`src/rtl/fifo_uart_pkg.sv`:
```
// fifo_uart_pkg: shared state type, line level and parity helper for the FIFO-draining UART transmitter
package fifo_uart_pkg;
  typedef enum logic [2:0] {IDLE, SETTLE, START, DATA, PARITY, STOP} state_t;
  localparam logic TX_IDLE_LEVEL = 1'b1;
  function automatic logic even_parity(input logic [31:0] d);
    return ^d;
  endfunction
endpackage

```
`src/rtl/uart_bit_timer.sv`:
```
// uart_bit_timer: wrapping bit-period counter with synchronous clear and an end-of-bit tick
module uart_bit_timer #(
  parameter int CLKS_PER_BIT = 16
) (
  input  logic clk,
  input  logic reset_n,
  input  logic clr,
  output logic bit_done
);
  localparam int DIV_W = CLKS_PER_BIT > 1 ? $clog2(CLKS_PER_BIT) : 1;
  logic [DIV_W-1:0] cnt;
  assign bit_done = cnt == DIV_W'(CLKS_PER_BIT - 1);
  always_ff @(posedge clk)
    if (!reset_n || clr) cnt <= '0;
    else cnt <= bit_done ? '0 : cnt + 1'b1;
endmodule

```
`src/rtl/fifo_uart_tx.sv`:
```
// fifo_uart_tx: pops FIFO entries one per frame and serialises each as an async UART frame on tx.
// Define FIFO_UART_PARITY_EN to insert an even-parity bit between the data and stop bits.
module fifo_uart_tx
  import fifo_uart_pkg::*;
#(
  parameter int DATA_BITS    = 6,
  parameter int CLKS_PER_BIT = 16
) (
  input  logic                 clk,
  input  logic                 reset_n,
  input  logic                 tx_en,
  input  logic                 fifo_empty_n,
  input  logic [DATA_BITS-1:0] fifo_data,
  output logic                 fifo_pop,
  output logic                 tx,
  output logic                 busy
);
  localparam int IDX_W = DATA_BITS > 1 ? $clog2(DATA_BITS) : 1;
  state_t               state;
  logic [DATA_BITS-1:0] shift;
  logic [IDX_W-1:0]     idx;
  logic                 bit_done;
  logic                 last_bit;
  logic                 go;
  assign fifo_pop = reset_n && state == SETTLE && fifo_empty_n;
  assign go       = fifo_empty_n && tx_en;
  assign last_bit = idx == IDX_W'(DATA_BITS - 1);
  // SETTLE always precedes START, so clearing there lines the timer up with the start bit
  uart_bit_timer #(.CLKS_PER_BIT(CLKS_PER_BIT)) u_timer (
    .clk     (clk),
    .reset_n (reset_n),
    .clr     (state == SETTLE),
    .bit_done(bit_done)
  );
`ifdef FIFO_UART_PARITY_EN
  logic par;
  always_ff @(posedge clk)
    if (!reset_n) par <= 1'b0;
    else if (fifo_pop) par <= even_parity(32'(fifo_data));
`endif
  always_ff @(posedge clk) begin
    if (!reset_n) begin
      state <= IDLE;
      tx    <= TX_IDLE_LEVEL;
      busy  <= 1'b0;
      idx   <= '0;
      shift <= '0;
    end else begin
      case (state)
        IDLE: if (go) begin
          state <= SETTLE;
          busy  <= 1'b1;
        end
        SETTLE: if (fifo_empty_n) begin
          state <= START;
          shift <= fifo_data;
          tx    <= ~TX_IDLE_LEVEL;
        end else begin
          state <= IDLE;
          busy  <= 1'b0;
        end
        START: if (bit_done) begin
          state <= DATA;
          idx   <= '0;
          tx    <= shift[0];
          shift <= shift >> 1;
        end
        DATA: if (bit_done) begin
          if (last_bit) begin
`ifdef FIFO_UART_PARITY_EN
            state <= PARITY;
            tx    <= par;
`else
            state <= STOP;
            tx    <= TX_IDLE_LEVEL;
`endif
          end else begin
            idx   <= idx + 1'b1;
            tx    <= shift[0];
            shift <= shift >> 1;
          end
        end
`ifdef FIFO_UART_PARITY_EN
        PARITY: if (bit_done) begin
          state <= STOP;
          tx    <= TX_IDLE_LEVEL;
        end
`endif
        STOP: if (bit_done) begin
          state <= go ? SETTLE : IDLE;
          busy  <= go;
        end
        default: state <= IDLE;
      endcase
    end
  end
endmodule

```
`config.mk`:
```
export PLATFORM = sky130hd
export DESIGN_NAME = fifo_uart_tx
export DESIGN_NICKNAME = d
export VERILOG_FILES = /design/src/rtl/fifo_uart_pkg.sv /design/src/rtl/uart_bit_timer.sv /design/src/rtl/fifo_uart_tx.sv
export SDC_FILE = /design/constraint.sdc
export NUM_CORES = 1
export LEC_CHECK = 0
export ABC_CLOCK_PERIOD_IN_PS = 2000
export CORE_MARGIN = 4
export CORE_UTILIZATION = 52
export DETAILED_ROUTE_END_ITERATION = 12
export GPL_TIMING_DRIVEN = 0
export PLACE_DENSITY = 0.77
export RECOVER_POWER = 50
export SKIP_LAST_GASP = 1
export SLEW_MARGIN = 20
export SYNTH_ARGS = -nofsm -noshare
export SYNTH_HDL_FRONTEND = slang
export SYNTH_HIERARCHICAL = 1
export SYNTH_SLANG_ARGS = --single-unit
```
`constraint.sdc`:
```
create_clock -name clk -period 2 [get_ports clk]
set_input_delay 0.6 -clock clk [delete_from_list [all_inputs] [get_ports clk]]
set_output_delay 0.6 -clock clk [all_outputs]
set_load 0.005 [all_outputs]
```
==> results of run 1 <==
[cells by family (layout without fill, tap and decap cells)]
kind of cell             Yosys count  in the layout  synth area share
AO/OA/AOI/OAI                     21             21             0.166
XOR/XNOR                           2              2            0.0189
adder cells (fa/ha/maj)            3              3            0.0406
buffers and inverters             11             26            0.0582
flip-flops                        18             18             0.390
multiplexers                       6              6            0.0663
AND/OR/NAND/NOR                   43             43             0.260
[routing by layer]
layer,up-vias,part of all wire,track usage
met3,2,0.044,0.0473
li1,402,-,-
met5,-,0,0
met2,17,0.48,0.252
met1,365,0.47,0.211
met4,0,0.0056,0.0691
[worst register-to-register path, delay by kind of cell, from the launching register on]
kind / cells / cell delay [ns]
buf+inv: 1 / 0.26
fa+ha+maj: 1 / 0.19
simple gates: 3 / 0.44
flops: 1 / 0.36
compound gates: 2 / 0.46
[layout make-up]
type / count / area, um2
Clock buffer: 3 / 22.5
Fill cell: 137 / 499
Multi-Input combinational cell: 75 / 498
Buffer: 6 / 43.8
Timing Repair Buffer: 13 / 125
Inverter: 4 / 15.0
Sequential cell: 18 / 360
Tap cell: 24 / 30.0
[cells in the final DEF (no fill, tap or decap), types with 2 or more instances in the layout]
cell type                         count
sky130_fd_sc_hd__clkbuf_4             3
sky130_fd_sc_hd__inv_1                4
sky130_fd_sc_hd__mux2i_1              5
sky130_fd_sc_hd__nor2_1              13
sky130_fd_sc_hd__nand2b_1             2
sky130_fd_sc_hd__a21oi_1              3
sky130_fd_sc_hd__buf_4                2
sky130_fd_sc_hd__ha_1                 3
sky130_fd_sc_hd__clkdlybuf4s50_1      8
sky130_fd_sc_hd__nor3_1               2
sky130_fd_sc_hd__nand3_1              4
sky130_fd_sc_hd__dfxtp_1             18
sky130_fd_sc_hd__or3_1                2
sky130_fd_sc_hd__o21ai_0              3
sky130_fd_sc_hd__nand2_1              8
sky130_fd_sc_hd__a31oi_1              2
sky130_fd_sc_hd__a211oi_1             5
sky130_fd_sc_hd__buf_2                3
[what timing repair did]
action / 4_1_cts / 5_1_grt
endpoints found under the hold margin: 0 / 0
pin swaps: 2 / 0
gates cloned: 0 / 0
setup endpoints to repair: 1 / 2
gates resized for setup: 12 / 0
setup buffers: 1 / 0
[sequential cells by signal (all words and copies together), names as in the netlist]
signal,count
shift,6
tx,1
state,3
busy,1
u_timer/cnt,4
idx,3
[synth_stat cells (3+ instances only)]
library cell,number
sky130_fd_sc_hd__inv_1,4
sky130_fd_sc_hd__ha_1,3
sky130_fd_sc_hd__nand3_1,4
sky130_fd_sc_hd__nand2_1,8
sky130_fd_sc_hd__a211oi_1,5
sky130_fd_sc_hd__mux2i_1,5
sky130_fd_sc_hd__o21ai_0,3
sky130_fd_sc_hd__buf_2,3
sky130_fd_sc_hd__dfxtp_1,18
sky130_fd_sc_hd__nor2_1,13
sky130_fd_sc_hd__a21oi_1,3
[per-stage QoR]
stage	std cells	cell area [um2]	setup TNS (ns)	util	hold WS, ns
detailed placement	140	1070	-1.65	0.674	0.438
finish	143	1090	0	0.687	0.454
floorplan	104	925	0	-	0.417
global placement	140	1070	-1.66	0.674	0.435
global route	143	1090	0	0.687	0.489
CTS	144	1110	0	0.698	0.452
[power by group]
part           total, mW  switching (mW)  internal (mW)
logic             0.0834          0.0371         0.0464
clock network      0.179           0.109         0.0699
registers          0.380         0.00820          0.372
total              0.642           0.154          0.488
[how the worst max path moves through the flow]
stage,from,end,slack (ns),cells past startpoint
detailed placement,reset_n,fifo_pop,-0.87,5
global route,fifo_empty_n,fifo_pop,0.02,4
global placement,reset_n,fifo_pop,-0.87,5
finish,fifo_empty_n,fifo_pop,0.07,4
CTS,fifo_empty_n,fifo_pop,0.07,4
floorplan,u_timer/cnt[0],idx[1],0.25,7
==> out/qor.yml, run 1 <==
yosys:
  netlist_area_um2: 925
  synth_top_area_share: 0.390
  yosys.area.top_type: "sky130_fd_sc_hd__dfxtp_1"
  synth_sequential_area_ratio: 0.390
  yosys_most_used_dff: "sky130_fd_sc_hd__dfxtp_1"
  synth_enable_flop_cells: 0
  synthArstFlopShare: 0
  syn_nets: 117
  yosys_warnings: 6
  yosysUniqueCellTypes: 40
  synthCells: 104
  post_synth_main_area_contributors: "sky130_fd_sc_hd__dfxtp_1 39%, sky130_fd_sc_hd__mux2i_1 5.4%, sky130_fd_sc_hd__nor2_1 5.3%"
  yosys_register_bits: 18
  synthesized_area_per_cell_um2: 8.89
drt:
  totalWireLength_um: 1800
  vias: 786
  drt_pass1_iterations: 4
  drcViolationCount: 0
  antenna_violating_nets_post_route: 0
  detail_route.iter0.violations: 16
  routed_wire_length_per_instance_um: 12.6
  detailed_route_vias_per_instance: 5.50
floorplanning:
  die_area_um2: 2520
  die-height_um: 50.2
  boundaryPins: 13
  floorplan.die.width_um: 50.2
  placement_rows: 14
  initial_core_util: 0.580
  coreArea_um2: 1590
global_route:
  grt_usage: 0.163
  grt_antenna_before_repair: 0
  wire_length_of_the_first_global_routing_pass_um: 3250
  grt_remaining_overflow: 0
  grt_start_max_net_pins: 11
  number_of_global_route_vias_before_repair: 741
power:
  totalPowerFinal_mw: 0.642
  max-vdd-ir-drop_v: 0.000425
  power.density_nw_per_um2: 587
  power_leakage_nw: 0.440
timing:
  final_min_period_over_clock_period: 0.967
  worst_margin_pin_slew_ns: 0.388
  hold_violations: 0
  rsz0062_at_grt: "no"
  timing.final.ws_setup_ns: 0.0662
  clock-skew-final_ns: 0.00248
  maxSlewViolCount: 0
  fmax_ghz: 0.517
  worst_slew_margin_rel: 0.741
  setup_viol_count_final: 0
  final_period_minus_worst_setup_slack_ns: 1.93
placement:
  io_buffers: 12
  detailed_place_hpwl_um: 1280
  place_congestion: 0.822
  pre_cts_ws_ns: -0.867
worst_hold_path:
  min_delay_worst_endpoint: "u_timer/cnt[0]"
  hp-start: "u_timer/cnt[0]"
  min-delay-path-class: "reg -> reg"
  worstHoldPathCells: 1
cts:
  cts_buffer_depth: 2
  ctsHtreeMaxLevel: 1
  insertion_delay_ns: 0.29
  number_of_buffers_inserted_during_clock_tree_synthesis: 3
  clock-sinks: 18
  tritoncts: "done"
  holdBufCountCts: 0
  clk_root_buffer_cell: "sky130_fd_sc_hd__clkbuf_4"
  path_clk_slew_ns: 0.10
critical_path:
  worstSetupEndpointType: "output pin"
  cp.arrival_ns: 1.33
  max_stage_delay_ns: 0.24
  path_buf_inv: 2
  reg2reg_depth: 7
  r2r-end: "shift[1]"
  worstPathCellList: "clkdlybuf4s15_2 -> nand4bb_1 -> nor2_1 -> dlygate4sd2_1"
  reg2reg_slack_ns: 0.21
  critical_path.startpoint_type: "input pin"
  max_fanout_on_critical_path: 5
  cpMaxStageDelayCell: "sky130_fd_sc_hd__dlygate4sd2_1"
  crit_required_ns: 1.40
  worstSetupPathType: "in -> out"
  timing.critical_path.max_delay_family: "buffers and inverters"
  reg2reg_from: "u_timer/cnt[0]"
flow_run:
  cap_violations: 0
cells_and_area:
  share_of_cells_above_drive_strength_1: 0.143
  area_delta_synth_final_pct: 18.4
  antenna_cells_inserted: 0
  finalNetCount: 134
outcome:
  outcome: "finished, final reports clean"
No activity file was read; power rests on OpenSTA's default activity.
==> inputs of run 2 (changes only) <==
--- a/config.mk
+++ b/config.mk
@@ -7,10 +7,10 @@
 export LEC_CHECK = 0
 export ABC_CLOCK_PERIOD_IN_PS = 2000
 export CORE_MARGIN = 4
-export CORE_UTILIZATION = 52
+export CORE_UTILIZATION = 45
 export DETAILED_ROUTE_END_ITERATION = 12
 export GPL_TIMING_DRIVEN = 0
-export PLACE_DENSITY = 0.77
+export PLACE_DENSITY = 0.68
 export RECOVER_POWER = 50
 export SKIP_LAST_GASP = 1
 export SLEW_MARGIN = 20
==> run 2 against run 1 <==
  * Utilization down 12 points
  * Non-clock buffer count unchanged
  * Largest power group unchanged
  * Maximum frequency rose by 0.20%
  * Final cell count grew 2.8%
  * Combinational power hardly changed
==> out/qor.yml, run 2 (synthesis gave the netlist of run 1 again) <==
drt:
  totalWireLength_um: 1790  # was 1800 um
  drcViolationCount: 0  # unchanged
  routed_wire_length_per_instance_um: 12.2  # was 12.6 um
  vias: 760  # was 786
  drt_pass1_iterations: 4  # unchanged
  detail_route.iter0.violations: 18  # was 16
  antenna_violating_nets_post_route: 0  # unchanged
  detailed_route_vias_per_instance: 5.17  # was 5.50
global_route:
  grt_remaining_overflow: 0  # unchanged
  grt_start_max_net_pins: 11  # unchanged
  wire_length_of_the_first_global_routing_pass_um: 3060  # was 3250 um
  grt_usage: 0.145  # was 0.163
  grt_antenna_before_repair: 0  # unchanged
  number_of_global_route_vias_before_repair: 719  # was 741
cts:
  path_clk_slew_ns: 0.11  # was 0.10 ns
  clk_root_buffer_cell: "sky130_fd_sc_hd__clkbuf_4"  # unchanged
  clock-sinks: 18  # unchanged
  number_of_buffers_inserted_during_clock_tree_synthesis: 3  # unchanged
  cts_buffer_depth: 2  # unchanged
  tritoncts: "done"  # unchanged
  ctsHtreeMaxLevel: 1  # unchanged
  insertion_delay_ns: 0.29  # about the same
timing:
  final_min_period_over_clock_period: 0.965  # was 0.967
  worst_margin_pin_slew_ns: 0.422  # was 0.388 ns
  hold_violations: 0  # unchanged
  final_period_minus_worst_setup_slack_ns: 1.93  # about the same
  fmax_ghz: 0.518  # was 0.517 GHz
  maxSlewViolCount: 0  # unchanged
  setup_viol_count_final: 0  # unchanged
  worst_slew_margin_rel: 0.719  # was 0.741
  rsz0062_at_grt: "no"  # unchanged
  clock-skew-final_ns: 0.00653  # was 0.00248 ns
  setup-tns-final_ns: 0  # unchanged
cells_and_area:
  layout.cells.most_common_list: "18 x sky130_fd_sc_hd__dfxtp_1, 13 x sky130_fd_sc_hd__nor2_1, 9 x sky130_fd_sc_hd__clkdlybuf4s50_1"  # was 18 x sky130_fd_sc_hd__dfxtp_1, 13 x sky130_fd_sc_hd__nor2_1, 8 x sky130_fd_sc_hd__nand2_1, 8 x sky130_fd_sc_hd__clkdlybuf4s50_1
  area_delta_synth_final_pct: 21.0  # was 18.4%
  final_common_cell: "sky130_fd_sc_hd__dfxtp_1"  # unchanged
  finish.utilization: 0.570  # was 0.687
  largest-register: "shift"  # unchanged
  biggestRegsByFlops: "shift: 6 flops, u_timer/cnt: 4 flops"  # unchanged
  finalNetCount: 134  # unchanged
  final_cell_area_um2: 1120  # was 1090 um2
  share_of_cells_above_drive_strength_1: 0.158  # was 0.143
  largest_reg_flops: 6  # unchanged
  multi_input_area_um2: 503  # was 498 um2
  final-seq-area_um2: 360  # unchanged
  nFillCells: 186  # was 137
  antenna_cells_inserted: 0  # unchanged
critical_path:
  critical_path.startpoint_type: "input pin"  # unchanged
  max_fanout_on_critical_path: 10  # was 5
  worstSetupPathType: "in -> out"  # unchanged
  crit_required_ns: 1.40  # about the same
  worstSetupEndpointType: "output pin"  # unchanged
  cp.arrival_ns: 1.33  # about the same
  reg2reg_depth: 6  # was 7
  reg2reg_slack_ns: 0.20  # was 0.21 ns
power:
  power_leakage_nw: 0.444  # was 0.440 nW
  power.density_nw_per_um2: 612  # was 587 nW/um2
  max-vdd-ir-drop_v: 0.000440  # was 0.000425 V
  totalPowerFinal_mw: 0.685  # was 0.642 mW
flow_run:
  cap_violations: 0  # unchanged
floorplanning:
  die-height_um: 53.3  # was 50.2 um
  die_area_um2: 2840  # was 2520 um2
  boundaryPins: 13  # unchanged
  initial_core_util: 0.471  # was 0.580
  floorplan.die.width_um: 53.3  # was 50.2 um
  placement_rows: 16  # was 14
  coreArea_um2: 1960  # was 1590 um2
placement:
  dpl-instance-area_um2: 1080  # was 1070 um2
  place_congestion: 0.850  # was 0.822
  io_buffers: 12  # unchanged
  detailed_place_hpwl_um: 1310  # was 1280 um
worst_hold_path:
  min-delay-path-class: "reg -> reg"  # unchanged
  worstHoldPathCells: 1  # unchanged
outcome:
  outcome: "finished, final reports clean"  # unchanged
[run 2: cell type report]
class | instances | area share
clock buffer | 4 | 0.0324
inverter | 4 | 0.0134
multi-input combinational | 75 | 0.450
timing repair buffer | 13 | 0.107
sequential | 18 | 0.322
buffer | 6 | 0.0447
tap | 27 | 0.0302
[run 2: power breakdown]
group	leakage (nW)	switching, mW	internal (mW)
clock network	0.0210	0.111	0.111
registers	0.146	0.00839	0.372
logic	0.276	0.0365	0.0467
[run 2: what timing repair did]
item | 4_1_cts | 5_1_grt
pin swaps | 1 | 1
hold buffers | 0 | 0
buffers inserted | 1 | 0
gates resized for setup | 10 | 7
endpoints found under the setup margin | 1 | 6
[run 2: critical path, cell delays in order]
cell                              delay (ns)
sky130_fd_sc_hd__clkbuf_4               0.14
sky130_fd_sc_hd__inv_1                  0.08
sky130_fd_sc_hd__clkbuf_8               0.17
sky130_fd_sc_hd__nor2_1                 0.11
sky130_fd_sc_hd__clkdlybuf4s15_1        0.22
[run 2: metrics by stage]
stage	worst slack, ns	instances	hold WS (ns)
3_3_place_gp	-0.875	143	0.432
5_1_grt	0.0226	147	0.514
3_5_place_dp	-0.868	143	0.442
6_report	0.0701	147	0.464
2_1_floorplan	0.247	104	0.417
4_1_cts	0.0197	148	0.460
[run 2: routing by layer]
metal  track usage  up-vias  share of wire
met5             0        -              0
met4        0.0511        0         0.0073
met3        0.0338        2          0.054
met2         0.224       15           0.47
met1         0.195      339           0.47
li1              -      404              -
[run 2: final timing paths]
| kind | startpoint | end |
|---|---|---|
| worst max-delay path | reset_n | fifo_pop |
| worst min-delay path | u_timer/cnt[0] | u_timer/cnt[0] |
| worst max register to register | u_timer/cnt[0] | idx[1] |
| worst min register to register | u_timer/cnt[0] | u_timer/cnt[0] |
==> inputs of run 3 (changes only) <==
--- a/config.mk
+++ b/config.mk
@@ -5,7 +5,7 @@
 export SDC_FILE = /design/constraint.sdc
 export NUM_CORES = 1
 export LEC_CHECK = 0
-export ABC_CLOCK_PERIOD_IN_PS = 2000
+export ABC_CLOCK_PERIOD_IN_PS = 2300
 export CORE_MARGIN = 4
 export CORE_UTILIZATION = 45
 export DETAILED_ROUTE_END_ITERATION = 12
==> constraint.sdc (replaced) <==
create_clock -name clk -period 2.3 [get_ports clk]
set_input_delay 0.69 -clock clk [delete_from_list [all_inputs] [get_ports clk]]
set_output_delay 0.69 -clock clk [all_outputs]
set_load 0.005 [all_outputs]
==> run 3 against run 2 <==
  * Global-route usage fell by 0.058 points
  * Non-clock buffer count rose by 1
  * Die area did not move
==> out/qor.yml, run 3 (synthesis gave the netlist of run 1 again) <==
cells_and_area:
  finalNetCount: 135  # was 134
  antenna_cells_inserted: 0  # unchanged
  largest_reg_flops: 6  # unchanged
  nFillCells: 189  # was 186
  biggestRegsByFlops: "shift: 6 flops, u_timer/cnt: 4 flops"  # unchanged
  largest-register: "shift"  # unchanged
  area_delta_synth_final_pct: 20.8  # was 21.0%
  layout.cells.most_common_list: "18 x sky130_fd_sc_hd__dfxtp_1, 13 x sky130_fd_sc_hd__nor2_1, 8 x sky130_fd_sc_hd__nand2_1, 8 x sky130_fd_sc_hd__clkdlybuf4s50_1"  # was 18 x sky130_fd_sc_hd__dfxtp_1, 13 x sky130_fd_sc_hd__nor2_1, 9 x sky130_fd_sc_hd__clkdlybuf4s50_1
  finish.utilization: 0.570  # about the same
  final_common_cell: "sky130_fd_sc_hd__dfxtp_1"  # unchanged
  share_of_cells_above_drive_strength_1: 0.174  # was 0.158
timing:
  maxSlewViolCount: 0  # unchanged
  rsz0062_at_grt: "no"  # unchanged
  hold_violations: 0  # unchanged
  setup_viol_count_final: 0  # unchanged
  worst_margin_pin_slew_ns: 0.432  # was 0.422 ns
  clock-skew-final_ns: 0.00371  # was 0.00653 ns
  setup-tns-final_ns: 0  # unchanged
  worst_slew_margin_rel: 0.712  # was 0.719
  final_min_period_over_clock_period: 0.906
  timing.final.ws_setup_ns: 0.217  # was 0.0701 ns
  final_period_minus_worst_setup_slack_ns: 2.08
  fmax_ghz: 0.480
cts:
  number_of_buffers_inserted_during_clock_tree_synthesis: 3  # unchanged
  path_clk_slew_ns: 0.10  # was 0.11 ns
  insertion_delay_ns: 0.29  # about the same
  tritoncts: "done"  # unchanged
  clock-sinks: 18  # unchanged
  cts_buffer_depth: 2  # unchanged
  ctsHtreeMaxLevel: 1  # unchanged
  clk_root_buffer_cell: "sky130_fd_sc_hd__clkbuf_4"  # unchanged
drt:
  drt_pass1_iterations: 4  # unchanged
  antenna_violating_nets_post_route: 0  # unchanged
  routed_wire_length_per_instance_um: 11.9  # was 12.2 um
  vias: 766  # was 760
  detailed_route_vias_per_instance: 5.18  # was 5.17
  detail_route.iter0.violations: 8  # was 18
  drcViolationCount: 0  # unchanged
  totalWireLength_um: 1760  # was 1790 um
critical_path:
  cp.arrival_ns: 1.39  # was 1.33 ns
  crit_required_ns: 1.61  # was 1.40 ns
  critical_path.startpoint_type: "input pin"  # unchanged
  worstSetupEndpointType: "output pin"  # unchanged
  max_fanout_on_critical_path: 5  # was 10
  worstSetupPathType: "in -> out"  # unchanged
power:
  power_leakage_nw: 0.444  # about the same
  totalPowerFinal_mw: 0.594  # was 0.685 mW
  power.density_nw_per_um2: 532  # was 612 nW/um2
  max-vdd-ir-drop_v: 0.000374  # was 0.000440 V
floorplanning:
  floorplan.die.width_um: 53.3  # unchanged
  initial_core_util: 0.471  # unchanged
  boundaryPins: 13  # unchanged
  die-height_um: 53.3  # unchanged
  coreArea_um2: 1960  # unchanged
  die_area_um2: 2840  # unchanged
  placement_rows: 16  # unchanged
global_route:
  grt_remaining_overflow: 0  # unchanged
  number_of_global_route_vias_before_repair: 715  # was 719
  grt_usage: 0.145  # about the same
  wire_length_of_the_first_global_routing_pass_um: 3060  # about the same
  grt_antenna_before_repair: 0  # unchanged
  grt_start_max_net_pins: 12  # was 11
flow_run:
  cap_violations: 0  # unchanged
placement:
  pre_cts_ws_ns: -0.748  # was -0.868 ns
  place_congestion: 0.850  # unchanged
  detailed_place_hpwl_um: 1310  # unchanged
  io_buffers: 12  # unchanged
outcome:
  outcome: "finished, final reports clean"  # unchanged
worst_hold_path:
  min-delay-path-class: "reg -> reg"  # unchanged
run 3: final cells by class:
type	count	area, um2	share of cell area
timing repair buffer	14	130	0.116
tap	27	33.8	0.0302
inverter	4	18.8	0.0168
multi-input combinational	75	503	0.450
clock buffer	4	36.3	0.0325
sequential	18	360	0.323
buffer	6	35.0	0.0314
run 3: critical path, cell delays in order:
cell and delay [ns]:
sky130_fd_sc_hd__clkdlybuf4s15_2 0.21, sky130_fd_sc_hd__nand4bb_1 0.13, sky130_fd_sc_hd__nor2_1 0.11, sky130_fd_sc_hd__dlygate4sd2_1 0.24
run 3: routing by layer:
layer  part of all wire  global-route usage  vias to the layer above
met4             0.0068              0.0511                        0
met1               0.47               0.193                      340
li1                   -                   -                      410
met3              0.049              0.0338                        2
met2               0.47               0.224                       14
met5                  0                   0                        -
run 3: repair_timing:
item | 4_1_cts | 5_1_grt
hold buffers | 0 | 0
endpoints found under the setup margin | 1 | 0
gates resized for setup | 10 | 0
setup buffers | 2 | 0
run 3: report_power, final:
part           internal (mW)  leakage [nW]  switching [mW]  total, mW
Clock                 0.0963        0.0210          0.0963      0.193
Combinational         0.0393         0.277          0.0320     0.0713
Sequential             0.323         0.146         0.00710      0.330
Total                  0.459         0.444           0.135      0.594
run 3: metrics by stage:
stage	std cells	cell area [um2]	hold slack [ns]
2_1_floorplan	104	925	0.417
3_3_place_gp	143	1080	0.432
3_5_place_dp	143	1080	0.442
4_1_cts	148	1120	0.460
5_1_grt	148	1120	0.514
6_report	148	1120	0.462
run 3: worst paths after layout:
check / startpoint / end / slack [ns] / depth (start not counted)
max: fifo_empty_n / fifo_pop / 0.22 / 4
min: u_timer/cnt[0] / u_timer/cnt[0] / 0.46 / 1
max reg2reg: u_timer/cnt[0] / idx[1] / 0.40 / 7
min reg2reg: u_timer/cnt[0] / u_timer/cnt[0] / 0.46 / 1
